<file path="src/rtl/mem_issue_queue_if.sv">
// Dispatch, wakeup, issue and status signals of the memory issue queue.
// The queue connects through the slave modport and its driver through master.
interface mem_issue_queue_if #(
    parameter int TAGW = 6
);
    logic            flush;
    logic            we1_ldst;
    logic            we2_ldst;
    logic [1:0]      type1;
    logic [1:0]      type2;
    logic [TAGW-1:0] tag1;
    logic [TAGW-1:0] tag2;
    logic            rdy1;
    logic            rdy2;
    logic            dispatch_ready;
    logic            wakeup_valid;
    logic [TAGW-1:0] wakeup_tag;
    logic            issue_valid;
    logic            issue_ready;
    logic [TAGW-1:0] issue_tag;
    logic [1:0]      issue_type;
    logic [1:0]      issue_slot;
    logic [1:0]      Type_0;
    logic [1:0]      Type_1;
    logic [1:0]      Type_2;
    logic [1:0]      Type_3;
    logic [2:0]      count;

    modport master (
        output flush, we1_ldst, we2_ldst, type1, type2, tag1, tag2, rdy1, rdy2,
        output wakeup_valid, wakeup_tag, issue_ready,
        input  dispatch_ready, issue_valid, issue_tag, issue_type, issue_slot,
        input  Type_0, Type_1, Type_2, Type_3, count
    );

    modport slave (
        input  flush, we1_ldst, we2_ldst, type1, type2, tag1, tag2, rdy1, rdy2,
        input  wakeup_valid, wakeup_tag, issue_ready,
        output dispatch_ready, issue_valid, issue_tag, issue_type, issue_slot,
        output Type_0, Type_1, Type_2, Type_3, count
    );
endinterface

</file>
<file path="src/rtl/mem_issue_queue.sv">
// Four-entry compressed, age-ordered load/store issue queue with tag wakeup.
// Stores issue only from the oldest slot; loads may not pass an older store.
module mem_issue_queue #(
    parameter int TAGW = 6
) (
    input logic               clk,
    input logic               rst,
    mem_issue_queue_if.slave  q
);
    localparam int N = 4;
    localparam logic [1:0] TyLoad  = 2'b01;
    localparam logic [1:0] TyStore = 2'b10;

    logic [N-1:0]    valid_q, valid_d;
    logic [N-1:0]    rdy_q, rdy_d;
    logic [1:0]      type_q [N];
    logic [1:0]      type_d [N];
    logic [TAGW-1:0] tag_q [N];
    logic [TAGW-1:0] tag_d [N];
    logic [2:0]      count_q, count_d;

    logic [N-1:0] elig;
    logic         older_store;
    logic         sel_vld;
    logic [1:0]   sel;

    // Selection looks only at registered state, so new entries wait a cycle.
    always_comb begin
        elig        = '0;
        older_store = 1'b0;
        for (int i = 0; i < N; i++) begin
            if (valid_q[i] && rdy_q[i]) begin
                if (type_q[i] == TyStore) elig[i] = (i == 0);
                else if (type_q[i] == TyLoad) elig[i] = !older_store;
            end
            if (valid_q[i] && type_q[i] == TyStore) older_store = 1'b1;
        end
        sel = '0;
        for (int i = N - 1; i >= 0; i--) begin
            if (elig[i]) sel = 2'(i);
        end
        sel_vld = |elig;
    end

    logic       fire;
    logic       acc1, acc2;
    logic [2:0] cnt;
    logic [2:0] src;
    logic [2:0] pos1, pos2;

    always_comb begin
        fire    = sel_vld && q.issue_ready && !q.flush;
        acc1    = q.we1_ldst && q.dispatch_ready && !q.flush;
        acc2    = q.we2_ldst && q.dispatch_ready && !q.flush;
        cnt     = count_q - {2'b00, fire};
        pos1    = cnt;
        pos2    = cnt + {2'b00, acc1};
        count_d = pos2 + {2'b00, acc2};
        src     = '0;
        valid_d = '0;
        rdy_d   = '0;
        for (int i = 0; i < N; i++) begin
            type_d[i] = '0;
            tag_d[i]  = '0;
        end

        for (int i = 0; i < N; i++) begin
            // Removal: every slot at or above the issued one pulls from its neighbour.
            src = 3'(i) + {2'b00, (fire && 2'(i) >= sel)};
            if (src < 3'(N)) begin
                valid_d[i] = valid_q[src[1:0]];
                rdy_d[i]   = rdy_q[src[1:0]];
                type_d[i]  = type_q[src[1:0]];
                tag_d[i]   = tag_q[src[1:0]];
            end
            if (valid_d[i] && q.wakeup_valid && tag_d[i] == q.wakeup_tag) rdy_d[i] = 1'b1;
            if (acc1 && 3'(i) == pos1) begin
                valid_d[i] = 1'b1;
                type_d[i]  = q.type1;
                tag_d[i]   = q.tag1;
                rdy_d[i]   = q.rdy1 || (q.wakeup_valid && q.wakeup_tag == q.tag1);
            end
            if (acc2 && 3'(i) == pos2) begin
                valid_d[i] = 1'b1;
                type_d[i]  = q.type2;
                tag_d[i]   = q.tag2;
                rdy_d[i]   = q.rdy2 || (q.wakeup_valid && q.wakeup_tag == q.tag2);
            end
        end

        if (q.flush) begin
            count_d = '0;
            valid_d = '0;
            rdy_d   = '0;
            for (int i = 0; i < N; i++) begin
                type_d[i] = '0;
                tag_d[i]  = '0;
            end
        end
    end

    always_ff @(posedge clk) begin
        if (rst) begin
            valid_q <= '0;
            rdy_q   <= '0;
            count_q <= '0;
            for (int i = 0; i < N; i++) begin
                type_q[i] <= '0;
                tag_q[i]  <= '0;
            end
        end else begin
            valid_q <= valid_d;
            rdy_q   <= rdy_d;
            count_q <= count_d;
            type_q  <= type_d;
            tag_q   <= tag_d;
        end
    end

    assign q.dispatch_ready = (count_q <= 3'd2);
    assign q.count          = count_q;
    assign q.Type_0         = type_q[0];
    assign q.Type_1         = type_q[1];
    assign q.Type_2         = type_q[2];
    assign q.Type_3         = type_q[3];
    assign q.issue_valid    = sel_vld;
    assign q.issue_slot     = sel_vld ? sel : 2'b00;
    assign q.issue_type     = sel_vld ? type_q[sel] : 2'b00;
    assign q.issue_tag      = sel_vld ? tag_q[sel] : '0;
endmodule

</file>
<file path="src/flat_wrapper.sv">
// flat-port wrapper written by rule: the top's interface ports become plain ports
module mem_issue_queue_flat 
#(
    parameter int TAGW = 6
)
  (clk, rst, q_flush, q_we1_ldst, q_we2_ldst, q_type1, q_type2, q_tag1, q_tag2, q_rdy1, q_rdy2, q_wakeup_valid, q_wakeup_tag, q_issue_ready, q_dispatch_ready, q_issue_valid, q_issue_tag, q_issue_type, q_issue_slot, q_Type_0, q_Type_1, q_Type_2, q_Type_3, q_count);
  mem_issue_queue_if #(.TAGW(TAGW)) q_i ();
  input logic clk;
  input logic rst;
  input wire logic [$bits(q_i.flush)-1:0] q_flush;
  input wire logic [$bits(q_i.we1_ldst)-1:0] q_we1_ldst;
  input wire logic [$bits(q_i.we2_ldst)-1:0] q_we2_ldst;
  input wire logic [$bits(q_i.type1)-1:0] q_type1;
  input wire logic [$bits(q_i.type2)-1:0] q_type2;
  input wire logic [$bits(q_i.tag1)-1:0] q_tag1;
  input wire logic [$bits(q_i.tag2)-1:0] q_tag2;
  input wire logic [$bits(q_i.rdy1)-1:0] q_rdy1;
  input wire logic [$bits(q_i.rdy2)-1:0] q_rdy2;
  input wire logic [$bits(q_i.wakeup_valid)-1:0] q_wakeup_valid;
  input wire logic [$bits(q_i.wakeup_tag)-1:0] q_wakeup_tag;
  input wire logic [$bits(q_i.issue_ready)-1:0] q_issue_ready;
  output wire logic [$bits(q_i.dispatch_ready)-1:0] q_dispatch_ready;
  output wire logic [$bits(q_i.issue_valid)-1:0] q_issue_valid;
  output wire logic [$bits(q_i.issue_tag)-1:0] q_issue_tag;
  output wire logic [$bits(q_i.issue_type)-1:0] q_issue_type;
  output wire logic [$bits(q_i.issue_slot)-1:0] q_issue_slot;
  output wire logic [$bits(q_i.Type_0)-1:0] q_Type_0;
  output wire logic [$bits(q_i.Type_1)-1:0] q_Type_1;
  output wire logic [$bits(q_i.Type_2)-1:0] q_Type_2;
  output wire logic [$bits(q_i.Type_3)-1:0] q_Type_3;
  output wire logic [$bits(q_i.count)-1:0] q_count;
  assign q_i.flush = q_flush;
  assign q_i.we1_ldst = q_we1_ldst;
  assign q_i.we2_ldst = q_we2_ldst;
  assign q_i.type1 = q_type1;
  assign q_i.type2 = q_type2;
  assign q_i.tag1 = q_tag1;
  assign q_i.tag2 = q_tag2;
  assign q_i.rdy1 = q_rdy1;
  assign q_i.rdy2 = q_rdy2;
  assign q_i.wakeup_valid = q_wakeup_valid;
  assign q_i.wakeup_tag = q_wakeup_tag;
  assign q_i.issue_ready = q_issue_ready;
  assign q_dispatch_ready = q_i.dispatch_ready;
  assign q_issue_valid = q_i.issue_valid;
  assign q_issue_tag = q_i.issue_tag;
  assign q_issue_type = q_i.issue_type;
  assign q_issue_slot = q_i.issue_slot;
  assign q_Type_0 = q_i.Type_0;
  assign q_Type_1 = q_i.Type_1;
  assign q_Type_2 = q_i.Type_2;
  assign q_Type_3 = q_i.Type_3;
  assign q_count = q_i.count;
  mem_issue_queue #(.TAGW(TAGW)) u_core (.clk(clk), .rst(rst), .q(q_i));
endmodule
</file>
<file path="config.mk">
export PLATFORM = sky130hd
export DESIGN_NAME = mem_issue_queue_flat
export DESIGN_NICKNAME = d
export VERILOG_FILES = /design/src/rtl/mem_issue_queue_if.sv /design/src/rtl/mem_issue_queue.sv /design/src/flat_wrapper.sv
export SDC_FILE = /design/constraint.sdc
export NUM_CORES = 1
export LEC_CHECK = 0
export BUFFER_PORTS_ARGS = -buffer_cell sky130_fd_sc_hd__buf_2
export CAP_MARGIN = 20
export CORE_MARGIN = 8
export CORE_UTILIZATION = 55
export CTS_BUF_LIST = sky130_fd_sc_hd__clkbuf_16
export DETAILED_ROUTE_END_ITERATION = 6
export PLACE_DENSITY = 0.79
export SYNTH_ARGS = -nofsm -noshare
export SYNTH_HDL_FRONTEND = slang
export SYNTH_SLANG_ARGS = --single-unit
</file>
<file path="constraint.sdc">
create_clock -name clk -period 4 [get_ports clk]
set_clock_uncertainty 0.15 [all_clocks]
set_input_delay 0.8 -clock clk [delete_from_list [all_inputs] [get_ports clk]]
set_output_delay 0.8 -clock clk [all_outputs]
set_load 0.01 [all_outputs]
</file>
======== Yosys cells after proc, flatten, opt, wreduce, memory -nomap -nowiden ========
Cells that the tools add are included.
storage, ports and cells
  input port bits ......................... 31
  logic and storage cells ................. 227
  register bits after elaboration ......... 43
  output and inout port bits .............. 23
cells by class
  $add $sub $neg .......................... 6
  eq/ne operators ......................... 21
  mux-type cells .......................... 120
  bitwise logic cells ..................... 5
  reduce and logical (&&, ||, !) cells .... 45
  order comparisons ....................... 18
operator list
  cell                                                              count
  two-way mux 6 bit                                                 23
  binary-select mux 6 bit (select 2 bit)                            5
  two-way mux 2 bit                                                 28
  two-way mux 1 bit                                                 53
  equality test 6 bit                                               6
  logical AND 1 bit                                                 35
  binary-select mux 2 bit (select 2 bit)                            5
  greater-or-equal comparator 3 bit, second input constant          5
  binary-select mux 1 bit (select 2 bit)                            6
  equality test 2 x 3 -> 1 bit, first input constant                4
  NOT 2 -> 3 bit                                                    4
  < comparator 2 x 3 -> 1 bit, second input constant                3
  < comparator 3 bit, second input constant                         3
  equality test 2 x 1 -> 1 bit, second input constant               4
  equality test 2 bit, second input constant                        4
  adder 2 x 1 -> 3 bit, first input constant                        2
  adder 3 x 1 -> 3 bit                                              2
  equality test 1 x 3 -> 1 bit, first input constant                2
  zero test 3 bit                                                   2
  < comparator 1 x 3 -> 1 bit, second input constant                2
  inequality test 6 x 5 -> 1 bit, second input constant             1
  greater-or-equal comparator 1 x 2 -> 1 bit, first input constant  2
  greater-or-equal comparator 2 bit, first input constant           2
  zero test 1 bit                                                   4
  other kinds (7)                                                   8

======== Logic depth before layout (Yosys ltp) ========
Gate-level depths: netlist of run 1.
  word-level depth ........................ 26
  depth in mapped cells ................... 18
  mapped depth without buffers ............ 16

======== Worst setup path before layout of run 1 ========
Ideal clock, no wire load.
  path kind ............................... register to register
  from .................................... register u_core.type_q (netlist bit u_core.q.Type_0[0])
  to ...................................... register u_core.type_q (netlist bit u_core.q.Type_0[0])
  cell stages (with the launch flop) ...... 18
  slack ................................... 0.199 ns
  data required time ...................... 3.779 ns
  arrival ................................. 3.580 ns
  buffers on the path ..................... 1
  period minus slack after synthesis ...... 3.801 ns
  setup time .............................. 0.071 ns
  path through ............................ dfxtp_1 -> inv_1 -> ha_1 -> and3b_1 -> buf_6 -> a41o_2 -> a31oi_4 -> nor2_1 -> ha_1 -> ha_1 -> inv_1 -> ha_1 -> xnor3_2 -> nand3_2 -> or3_4 -> and3_4 -> a211o_1 -> a21oi_1
between the ends
  cells in the longest elaborated chain, start to end .. 22
  elaborated cells on any way between the ends .. 44
  those cells by class .................... 2 x add/sub; 2 x order compare; 2 x eq/ne; 25 x mux; 1 x bitwise; 12 x reduce/logical
RTL lines
  item                                                   line                                          text
  start, declared                                        mem_issue_queue.sv:16                         logic [1:0] type_q [N];
  start signal, assigned                                 mem_issue_queue.sv:115                        type_q <= type_d;
  equality test 2 bit                                    mem_issue_queue.sv:33, mem_issue_queue.sv:36
  logical AND 1 bit                                      mem_issue_queue.sv:36                         if (valid_q[i] && type_q[i] == TyStore) older_store = 1'b1;
  two-way mux 1 bit (3 in series)                        mem_issue_queue.sv:36
  zero test 1 bit                                        mem_issue_queue.sv:34                         else if (type_q[i] == TyLoad) elig[i] = !older_store;
  two-way mux 1 bit                                      mem_issue_queue.sv:34
  two-way mux 1 bit                                      mem_issue_queue.sv:33                         if (type_q[i] == TyStore) elig[i] = (i == 0);
  two-way mux 1 bit                                      mem_issue_queue.sv:32                         if (valid_q[i] && rdy_q[i]) begin
  two-way mux 2 bit (4 in series)                        mem_issue_queue.sv:40                         if (elig[i]) sel = 2'(i);
  greater-or-equal comparator 1 x 2 -> 1 bit             mem_issue_queue.sv:69                         src = 3'(i) + {2'b00, (fire && 2'(i) >= sel)};
  logical AND 1 bit                                      mem_issue_queue.sv:69
  NOT 1 -> 3 bit (not written as such)                   mem_issue_queue.sv:73                         type_d[i] = type_q[src[1:0]];
  binary-select mux 2 bit (select 2 bit)                 mem_issue_queue.sv:73
  two-way mux 2 bit (not written as such) (2 in series)  mem_issue_queue.sv:73
  two-way mux 2 bit                                      mem_issue_queue.sv:70                         if (src < 3'(N)) begin
  two-way mux 2 bit                                      mem_issue_queue.sv:77                         if (acc1 && 3'(i) == pos1) begin
  two-way mux 2 bit (*)                                  mem_issue_queue.sv:83                         if (acc2 && 3'(i) == pos2) begin
Mark *: on every way between the ends. The rest lies on a longest branch, timed or not. The select of a mux whose other input is x is not followed.
A chain may end at the register's enable or synchronous reset.

======== Worst setup path after layout of run 1 ========
  from .................................... register u_core.type_q (netlist bit u_core.q.Type_0[0])
  to ...................................... register u_core.type_q (netlist bit u_core.q.Type_2[0])
between the ends
  cells in the longest elaborated chain, start to end .. 23
  elaborated cells on any way between the ends .. 45
  those cells by class .................... 3 x add/sub; 2 x order compare; 4 x eq/ne; 25 x mux; 1 x bitwise; 10 x reduce/logical
RTL lines
  item                                                   line
  equality test 2 bit                                    mem_issue_queue.sv:33, mem_issue_queue.sv:36
  logical AND 1 bit                                      mem_issue_queue.sv:36
  two-way mux 1 bit (3 in series)                        mem_issue_queue.sv:36
  zero test 1 bit                                        mem_issue_queue.sv:34
  two-way mux 1 bit                                      mem_issue_queue.sv:34
  two-way mux 1 bit                                      mem_issue_queue.sv:33
  two-way mux 1 bit                                      mem_issue_queue.sv:32
  two-way mux 2 bit (4 in series)                        mem_issue_queue.sv:40
  greater-or-equal comparator 2 bit                      mem_issue_queue.sv:69
  logical AND 1 bit                                      mem_issue_queue.sv:69
  adder 2 x 1 -> 3 bit                                   mem_issue_queue.sv:69
  NOT 2 -> 3 bit (not written as such)                   mem_issue_queue.sv:73
  binary-select mux 2 bit (select 2 bit)                 mem_issue_queue.sv:73
  two-way mux 2 bit (not written as such) (2 in series)  mem_issue_queue.sv:73
  two-way mux 2 bit                                      mem_issue_queue.sv:70
  two-way mux 2 bit                                      mem_issue_queue.sv:77
  two-way mux 2 bit (*)                                  mem_issue_queue.sv:83
Marks and branches as above.

==> results of run 1 <==
[state kept, by name (all words and copies together) (netlist names)]
| register | flops |
|---|---|
| u_core.valid_q | 4 |
| u_core.rdy_q | 4 |
| u_core.q.Type_1 | 2 |
| u_core.q.Type_3 | 2 |
| u_core.q.Type_2 | 2 |
| u_core.q.Type_0 | 2 |
| u_core.tag_q | 24 |
| u_core.q.count | 3 |
[Yosys cell counts, drive strengths merged, types with 4 or more instances]
master | n | area [sq um]
a211oi | 9 | 85.08
dfxtp | 43 | 860.8
a31oi | 4 | 40.04
buf | 11 | 58.81
inv | 20 | 75.07
nand4 | 8 | 50.05
a21oi | 36 | 195.2
or2 | 4 | 25.02
mux4 | 6 | 142.6
nor3 | 13 | 65.06
nor2b | 10 | 62.56
nor2 | 45 | 183.9
xor2 | 17 | 148.9
a221oi | 12 | 105.1
nand2b | 4 | 25.02
clkbuf | 12 | 46.29
mux2i | 24 | 240.2
xnor2 | 10 | 87.58
a22o | 7 | 61.31
nand2 | 22 | 82.58
and2 | 14 | 87.59
nand3 | 12 | 65.06
o21ai | 21 | 108.9
o211ai | 5 | 37.54
ha | 7 | 87.58
[power breakdown]
group          switching, mW  total [mW]  internal (mW)  leakage (nW)
Sequential            0.0111       0.448          0.437         0.348
Combinational          0.108       0.177         0.0692          1.19
Clock                  0.181       0.473          0.292        0.0812
Total                  0.300        1.10          0.798          1.62
[cells by family after synthesis]
kind of cell / share of synthesized area
xor+xnor: 0.07633
flops: 0.2525
fa+ha+maj: 0.02569
buf+inv: 0.05284
compound gates: 0.2587
mux: 0.1167
simple gates: 0.2172
[through the flow]
| step | std cells | hold WS (ns) | total power, mW | setup TNS (ns) | setup WS (ns) |
|---|---|---|---|---|---|
| 4_1_cts | 541 | 0.3133 | 1.090 | 0 | 0.1437 |
| 2_1_floorplan | 417 | 0.3260 | 0.5642 | 0 | 0.1993 |
| 5_1_grt | 543 | 0.3416 | 1.131 | -0.01844 | -0.01775 |
| 3_3_place_gp | 533 | 0.3052 | 0.6211 | 0 | 0.2913 |
| 6_report | 543 | 0.3119 | 1.098 | 0 | 0.1682 |
| 3_5_place_dp | 533 | 0.3059 | 0.6262 | 0 | 0.1532 |
[final timing paths]
check | slack [ns] | startpoint | endpoint
hold / removal | 0.31 | u_core.q.Type_0[0]$_SDFFE_PP0P_ | u_core.q.Type_0[0]$_SDFFE_PP0P_
setup reg to reg | 0.17 | u_core.q.Type_0[0]$_SDFFE_PP0P_ | u_core.q.Type_2[0]$_SDFFE_PP0P_
hold reg to reg | 0.31 | u_core.q.Type_0[0]$_SDFFE_PP0P_ | u_core.q.Type_0[0]$_SDFFE_PP0P_
setup / recovery | 0.17 | u_core.q.Type_0[0]$_SDFFE_PP0P_ | u_core.q.Type_2[0]$_SDFFE_PP0P_
[final cells by class]
| type | instances | area share |
|---|---|---|
| multi-input combinational | 331 | 0.6050 |
| clock inverter | 3 | 0.009844 |
| timing repair buffer | 66 | 0.09209 |
| tap | 75 | 0.02382 |
| clock buffer | 5 | 0.03176 |
| sequential | 43 | 0.2185 |
| inverter | 20 | 0.01905 |
[per-layer routing]
metal,global-route usage,part of all wire,routed length [um]
met2,0.3975,0.46,5195
met1,0.3315,0.40,4587
met5,0,0,0
met4,0.1066,0.024,275
met3,0.06349,0.12,1337
[worst max-delay path, stage by stage, from the launching register on]
cell	delay, ns
dfxtp_1	0.34
inv_1	0.06
ha_1	0.29
and3b_1	0.19
a41o_2	0.31
a31oi_4	0.19
nor2_1	0.08
ha_1	0.24
ha_4	0.30
inv_1	0.06
ha_1	0.41
nor2b_1	0.24
nand4_1	0.30
and3_1	0.34
mux2i_1	0.16
nor2_1	0.06
[timing repair]
item,CTS,global route
gates resized for setup,0,3
setup buffers,0,2
setup endpoints to repair,0,8
==> flow_summary.yaml, run 1 <==
floorplanning:
  floorplan.initialDensity: 0.5725
  die_x_um: 94.74
  core-area_sq_mm: 0.005956
  num_rows: 28
  die_area_sq_mm: 0.008975
  boundaryPins: 54
  chipHeight_um: 94.74
logic_synthesis:
  syn-cell-area_sq_mm: 0.003410
  synthesized_area_per_cell_sq_um: 8.176
  async_reset_ff_frac: 0
  synth.ff_latch_count: 43
  synth_flop_cell: "dfxtp_1"
  synth_cells: 417
  synth_seq_area_share: 0.2525
  yosys.cell_types.count: 70
  synth_warnings: 0
  synth-edff-count: 0
  synth_nets: 455
sta:
  count_of_final_max_slew_check_failures: 0
  timing.final.hold_violations: 0
  period_minus_slack_ns: 3.832
  slew_headroom: 0.4264
  final.period_utilization: 0.9580
  report.final.setup_viol: 0
  maxClockFrequency_mhz: 261.0
  max_slew.worst_pin.slew_ns: 0.8578
setup_path:
  critical_path.max_fanout: 8
  setup.worst_path.class: "reg -> reg"
  critical_path_arrival_ns: 3.83
  start_kind: "flip-flop"
  setup.worst_path.end_class: "flip-flop"
  rr_worst_depth: 15
  critical_path_required_ns: 4.00
global_route:
  overflow: 0
  grt_antenna_before_repair: 0
  track_usage: 0.2563
  grt_max_degree: 29
  grt_pass1_wl_um: 18240
  grt_pass1_vias: 3467
placement:
  place_area_sq_mm: 0.003746
  post-dp-hpwl_um: 8313
  gp_congestion: 0.9573
  place.port_buffers: 53
drt:
  avgRoutedWirePerCell_um: 20.99
  initial_detailed_routing_violation_count: 486
  remaining_drc_errors: 0
  drt-vias-per-instance: 6.643
  total_wirelength_um: 11400
  route.vias.total: 3607
  router_iterations_before_antenna_repair: 5
  postRouteAntennaNets: 0
flow_run:
  max-cap-violations: 0
clock_network:
  cts_sinks: 43
  worst_skew_pair.late_latency_ns: 0.29
  tritoncts: "built"
  h-tree-depth: 2
  clk_pin_slew_ns: 0.06
  cts_made_buffers: 5
  cts-root-buf: "clkbuf_16"
  cts-hold-fix-buffers: 0
  cts_buffer_depth: 2
finish:
  multi_input_area_sq_mm: 0.002384
  seq_area_sq_um: 860.8
  final_layout_size_suffix_gt1_frac: 0.2137
  final_core_utilization: 0.6616
  syn_to_final_growth_pct: 15.56
  fillCellCount: 511
  final_net_count: 505
  antenna-diode-count: 0
  final_common_cell: "buf_2"
  stdcell_area_sq_mm: 0.003940
  leading_cell_types_in_the_layout_fill_and_taps_excluded: "buf_2, nor2_1, dfxtp_1"
power_and_ir_drop:
  vdd_drop_max_mv: 0.2721
  power_density_mw_per_mm2: 278.7
  p_leak_nw: 1.624
run_status:
  status: "complete, no violations"
worst_hold_path:
  classification_of_the_worst_slack_hold_path: "reg -> reg"
  holdPathStages: 2
Power figures use the tool's default switching activity.
==> run 2: changes to the inputs <==
--- a/config.mk
+++ b/config.mk
@@ -11,7 +11,7 @@
 export CORE_UTILIZATION = 55
 export CTS_BUF_LIST = sky130_fd_sc_hd__clkbuf_16
 export DETAILED_ROUTE_END_ITERATION = 6
-export PLACE_DENSITY = 0.79
+export PLACE_DENSITY = 0.78
 export SYNTH_ARGS = -nofsm -noshare
 export SYNTH_HDL_FRONTEND = slang
 export SYNTH_SLANG_ARGS = --single-unit
==> run 2 against run 1 <==
- count of clock-buffer cells in the layout is the same
- largest cell class unchanged
- utilization up 0.65 points
- sequential cell count stayed put
==> flow_summary.yaml, run 2 (synthesis gave the netlist of run 1 again) <==
finish:
  leading_cell_types_in_the_layout_fill_and_taps_excluded: "buf_2, nor2_1, dfxtp_1"
  syn_to_final_growth_pct: 16.70
  largest_register_ffs: 24
  max_flop_register: "u_core.tag_q"
  final_common_cell: "buf_2"
  final_net_count: 508
  reg_top3: "u_core.tag_q: 24 flops, u_core.rdy_q: 4 flops, u_core.valid_q: 4 flops"
  final_layout_size_suffix_gt1_frac: 0.2187
  antenna-diode-count: 0
  fillCellCount: 503
drt:
  avgRoutedWirePerCell_um: 21.24
  drt-vias-per-instance: 6.661
  router_iterations_before_antenna_repair: 5
  remaining_drc_errors: 0
  total_wirelength_um: 11600
  route.vias.total: 3637
  postRouteAntennaNets: 0
  initial_detailed_routing_violation_count: 484
sta:
  final.period_utilization: 0.9696
  maxClockFrequency_mhz: 257.8
  slew_headroom: 0.5142
  report.final.setup_viol: 0
  max_slew.worst_pin.slew_ns: 0.7103
  count_of_final_max_slew_check_failures: 0
  period_minus_slack_ns: 3.878
  timing.final.hold_violations: 0
  fin_ws_ns: 0.1216
  hold_ws_ns: 0.3177
  setup_total_negative_slack_ns: 0
placement:
  place.port_buffers: 53
  post-dp-hpwl_um: 8604
  gp_congestion: 1.021
  post-place-ws_ns: 0.1182
global_route:
  grt_max_degree: 29
  grt_pass1_wl_um: 18220
  grt_antenna_before_repair: 0
  overflow: 0
  grt_pass1_vias: 3510
  track_usage: 0.2599
worst_hold_path:
  classification_of_the_worst_slack_hold_path: "reg -> reg"
setup_path:
  timing.critical_path.cells: "inv_1 > ha_1 > and3b_1 > a41o_4 > a31oi_4 > nor2_1 > ha_1 > ha_4 > inv_1 > ha_1 > xnor3_2 > nand3_2 > or3_4 > and3_4 > a211o_1 > a21oi_1"
  crit_path_top_delay_cell: "or3_4"
  slowest_delay_ns: 0.45
  setup.worst_path.class: "reg -> reg"
  critical-path-top-cell-by-count: "ha_1"
  setup.worst_path.end_class: "flip-flop"
  critical_path_arrival_ns: 3.94
  start_kind: "flip-flop"
  critical_path.max_fanout: 6
  reg2reg_slack_ns: 0.12
  critical_path_required_ns: 4.06
floorplanning:
  core-area_sq_mm: 0.005956
  boundaryPins: 54
  die_area_sq_mm: 0.008975
  num_rows: 28
  die_x_um: 94.74
  chipHeight_um: 94.74
  floorplan.initialDensity: 0.5725
power_and_ir_drop:
  vdd_drop_max_mv: 0.1792
  power.total_mw: 1.121
  p_leak_nw: 1.637
  power_density_mw_per_mm2: 281.8
run_status:
  status: "complete, no violations"
clock_network:
  worst_skew_pair.late_latency_ns: 0.29
  h-tree-depth: 2
  clk_pin_slew_ns: 0.06
  cts-root-buf: "clkbuf_16"
  cts_buffer_depth: 2
  tritoncts: "built"
  cts_made_buffers: 5
  cts_sinks: 43
flow_run:
  max-cap-violations: 0
-- run 2: worst max-delay path, delay by kind of cell, from the launching register on --
family | cells | cell delay, ns
XOR/XNOR | 1 | 0.27
flip-flops | 1 | 0.34
adder cells (fa/ha/maj) | 4 | 1.03
buffers and inverters | 2 | 0.13
AO/OA/AOI/OAI | 4 | 0.82
AND/OR/NAND/NOR | 5 | 1.05
-- run 2: area by class of cell --
type / instances / area, sq um / area share
Sequential cell: 43 / 860.8 / 0.2164
Inverter: 20 / 75.07 / 0.01887
Tap cell: 75 / 93.84 / 0.02358
Multi-Input combinational cell: 331 / 2391 / 0.6009
Clock inverter: 3 / 47.55 / 0.01195
Clock buffer: 5 / 125.1 / 0.03145
Timing Repair Buffer: 69 / 385.4 / 0.09686
-- run 2: stage by stage --
step	cells	util	cell area (sq um)
2_1_floorplan	417	-	3410
3_3_place_gp	534	0.6303	3754
3_5_place_dp	534	0.6303	3754
4_1_cts	542	0.6592	3926
5_1_grt	546	0.6681	3979
6_report	546	0.6681	3979
-- run 2: what timing repair did --
| item | in CTS | in global routing |
|---|---|---|
| setup buffers | 0 | 4 |
| endpoints found under the setup margin | 0 | 3 |
| hold buffers | 0 | 0 |
| gates resized for setup | 0 | 3 |
-- run 2: per-layer routing --
| metal | routed length, um | up-vias | track usage | share of wire |
|---|---|---|---|---|
| met5 | 0 | - | 0 | 0 |
| met4 | 323 | 0 | 0.1001 | 0.028 |
| met3 | 1247 | 30 | 0.06746 | 0.11 |
| li1 | - | 1637 | - | - |
| met1 | 4760 | 1723 | 0.3343 | 0.41 |
| met2 | 5264 | 247 | 0.4067 | 0.45 |
-- run 2: worst paths after layout --
kind,startpoint,endpoint,cells after the start
worst max-delay path,u_core.q.Type_0[0]$_SDFFE_PP0P_,u_core.q.Type_0[1]$_SDFFE_PP0P_,16
worst min-delay path,u_core.q.Type_0[0]$_SDFFE_PP0P_,u_core.q.Type_0[0]$_SDFFE_PP0P_,2
worst max register to register,u_core.q.Type_0[0]$_SDFFE_PP0P_,u_core.q.Type_0[1]$_SDFFE_PP0P_,16
worst min register to register,u_core.q.Type_0[0]$_SDFFE_PP0P_,u_core.q.Type_0[0]$_SDFFE_PP0P_,2
-- run 2: where the power goes --
| group | switching [mW] | total [mW] | leakage, nW | internal (mW) |
|---|---|---|---|---|
| logic | 0.110 | 0.181 | 1.21 | 0.0712 |
| registers | 0.0110 | 0.448 | 0.348 | 0.437 |
| clock network | 0.194 | 0.492 | 0.0844 | 0.298 |
==> run 3: changes to the inputs <==
--- a/config.mk
+++ b/config.mk
@@ -7,11 +7,10 @@
 export LEC_CHECK = 0
 export BUFFER_PORTS_ARGS = -buffer_cell sky130_fd_sc_hd__buf_2
 export CAP_MARGIN = 20
-export CORE_MARGIN = 8
 export CORE_UTILIZATION = 55
 export CTS_BUF_LIST = sky130_fd_sc_hd__clkbuf_16
 export DETAILED_ROUTE_END_ITERATION = 6
-export PLACE_DENSITY = 0.78
+export PLACE_DENSITY = 0.83
 export SYNTH_ARGS = -nofsm -noshare
 export SYNTH_HDL_FRONTEND = slang
 export SYNTH_SLANG_ARGS = --single-unit
==> run 3 against run 2 <==
- non-clock buffer count shrank 1
- routed wire length shrank 4.4%
- highest routed layer unchanged
- critical path type unchanged
- count of clock-buffer cells in the layout is the same
- global-route usage grew 8.9 points
- register-to-register slack gained 0.05 ns
- worst hold slack gained 0.0068 ns
==> flow_summary.yaml, run 3 (synthesis gave the netlist of run 1 again) <==
run_status:
  status: "complete, no violations"
setup_path:
  crit_path_top_delay_cell: "or3_4"
  critical_path_arrival_ns: 3.89
  critical-path-top-cell-by-count: "ha_1"
  crit_cells: 16
  reg2reg_slack_ns: 0.17
  setup.worst_path.end_class: "flip-flop"
  setup.worst_path.class: "reg -> reg"
  cp_top_family: "adder cells"
  timing.critical_path.cells: "inv_1 > ha_1 > and3b_1 > a41o_2 > a31oi_4 > nor2_1 > ha_1 > inv_1 > ha_1 > ha_4 > xnor3_2 > nand3_2 > or3_4 > and3_4 > a211o_1 > a21oi_1"
  critical_path_required_ns: 4.06
  start_kind: "flip-flop"
  cp_num_buf_inv: 2
  rr_worst_depth: 16
  slowest_delay_ns: 0.40
  critical_path.max_fanout: 6
power_and_ir_drop:
  power_density_mw_per_mm2: 276.4
  vdd_drop_max_mv: 0.2085
  p_leak_nw: 1.629
finish:
  final_common_cell: "buf_2"
  multi_input_area_sq_mm: 0.002394
  final_layout_size_suffix_gt1_frac: 0.2170
  finalNonFillerCells: 545
  fillCellCount: 515
  reg_top3: "u_core.tag_q: 24 flops, u_core.rdy_q: 4 flops, u_core.valid_q: 4 flops"
  antenna-diode-count: 0
  seq_area_sq_um: 860.8
  syn_to_final_growth_pct: 16.40
  leading_cell_types_in_the_layout_fill_and_taps_excluded: "buf_2, nor2_1, dfxtp_1"
  max_flop_register: "u_core.tag_q"
  largest_register_ffs: 24
  final_net_count: 507
sta:
  final.period_utilization: 0.9570
  maxClockFrequency_mhz: 261.2
  report.final.setup_viol: 0
  max_slew.worst_pin.slew_ns: 0.7467
  hold_ws_ns: 0.3246
  count_of_final_max_slew_check_failures: 0
  timing.final.hold_violations: 0
  slew_headroom: 0.5022
  period_minus_slack_ns: 3.828
drt:
  remaining_drc_errors: 0
  postRouteAntennaNets: 0
  drt-vias-per-instance: 6.661
  router_iterations_before_antenna_repair: 5
  initial_detailed_routing_violation_count: 396
  route.vias.total: 3630
  avgRoutedWirePerCell_um: 20.33
  total_wirelength_um: 11080
worst_hold_path:
  holdPathStages: 2
  classification_of_the_worst_slack_hold_path: "reg -> reg"
placement:
  place.port_buffers: 53
  gp_congestion: 0.9913
  post-place-cells: 534
  post-dp-hpwl_um: 8122
clock_network:
  h-tree-depth: 2
  cts_buffer_depth: 2
  cts_made_buffers: 5
  cts-root-buf: "clkbuf_16"
  clk_pin_slew_ns: 0.06
  cts-hold-fix-buffers: 0
  tritoncts: "built"
  worst_skew_pair.late_latency_ns: 0.29
  cts_sinks: 43
floorplanning:
  num_rows: 28
  die_area_sq_mm: 0.006518
  chipHeight_um: 80.74
  core-area_sq_mm: 0.005956
  floorplan.initialDensity: 0.5725
  die_x_um: 80.74
  boundaryPins: 54
global_route:
  overflow: 0
  grt_pass1_vias: 3299
  track_usage: 0.3490
  grt_pass1_wl_um: 17260
  grt_max_degree: 29
  grt_antenna_before_repair: 0
flow_run:
  max-cap-violations: 0
==> run 3: metal layers <==
layer	wire length, um	track usage	vias to the layer above	part of all wire
li1	-	-	1645	-
met1	4657	0.4827	1736	0.42
met2	5011	0.5525	217	0.45
met3	1144	0.06292	32	0.10
met4	265	0.1054	0	0.024
met5	0	0	-	0
==> run 3: tightest hold or removal path, delay by kind of cell (launching register included) <==
family	cells	cell delay, ns
flip-flops	1	0.32
AND/OR/NAND/NOR	1	0.06
AO/OA/AOI/OAI	1	0.05
==> run 3: cell type report <==
cell class / instances / share of cell area
well taps: 75 / 0.02364
clock inverters: 3 / 0.009773
flip-flops and latches: 43 / 0.2169
inverters: 20 / 0.01892
repair buffers: 68 / 0.09615
multi-input cells: 331 / 0.6031
clock buffers: 5 / 0.03153
==> run 3: worst paths after layout <==
check,endpoint,startpoint
worst min register to register,u_core.q.Type_0[0]$_SDFFE_PP0P_,u_core.q.Type_0[0]$_SDFFE_PP0P_
worst max register to register,u_core.q.Type_0[1]$_SDFFE_PP0P_,u_core.q.Type_0[0]$_SDFFE_PP0P_
worst min-delay path,u_core.q.Type_0[0]$_SDFFE_PP0P_,u_core.q.Type_0[0]$_SDFFE_PP0P_
worst max-delay path,u_core.q.Type_0[1]$_SDFFE_PP0P_,u_core.q.Type_0[0]$_SDFFE_PP0P_
==> run 3: power by group <==
group / leakage, nW / switching, mW / internal, mW / total (mW)
Clock: 0.0812 / 0.179 / 0.292 / 0.471
Combinational: 1.20 / 0.107 / 0.0699 / 0.177
Sequential: 0.348 / 0.0116 / 0.437 / 0.449
==> run 3: stage by stage <==
step | worst slack, ns | instance area [sq um] | util | setup TNS, ns | power, mW
4_1_cts | 0.1204 | 3918 | 0.6578 | 0 | 1.089
3_3_place_gp | 0.3055 | 3754 | 0.6303 | 0 | 0.6219
3_5_place_dp | 0.1478 | 3754 | 0.6303 | 0 | 0.6272
5_1_grt | -0.006656 | 3969 | 0.6664 | -0.006656 | 1.130
6_report | 0.1720 | 3969 | 0.6664 | 0 | 1.097
2_1_floorplan | 0.1993 | 3410 | - | 0 | 0.5642
==> run 3: timing repair <==
action,4_1_cts,5_1_grt
setup endpoints to repair,0,11
setup buffers,0,3
resized for setup,0,3
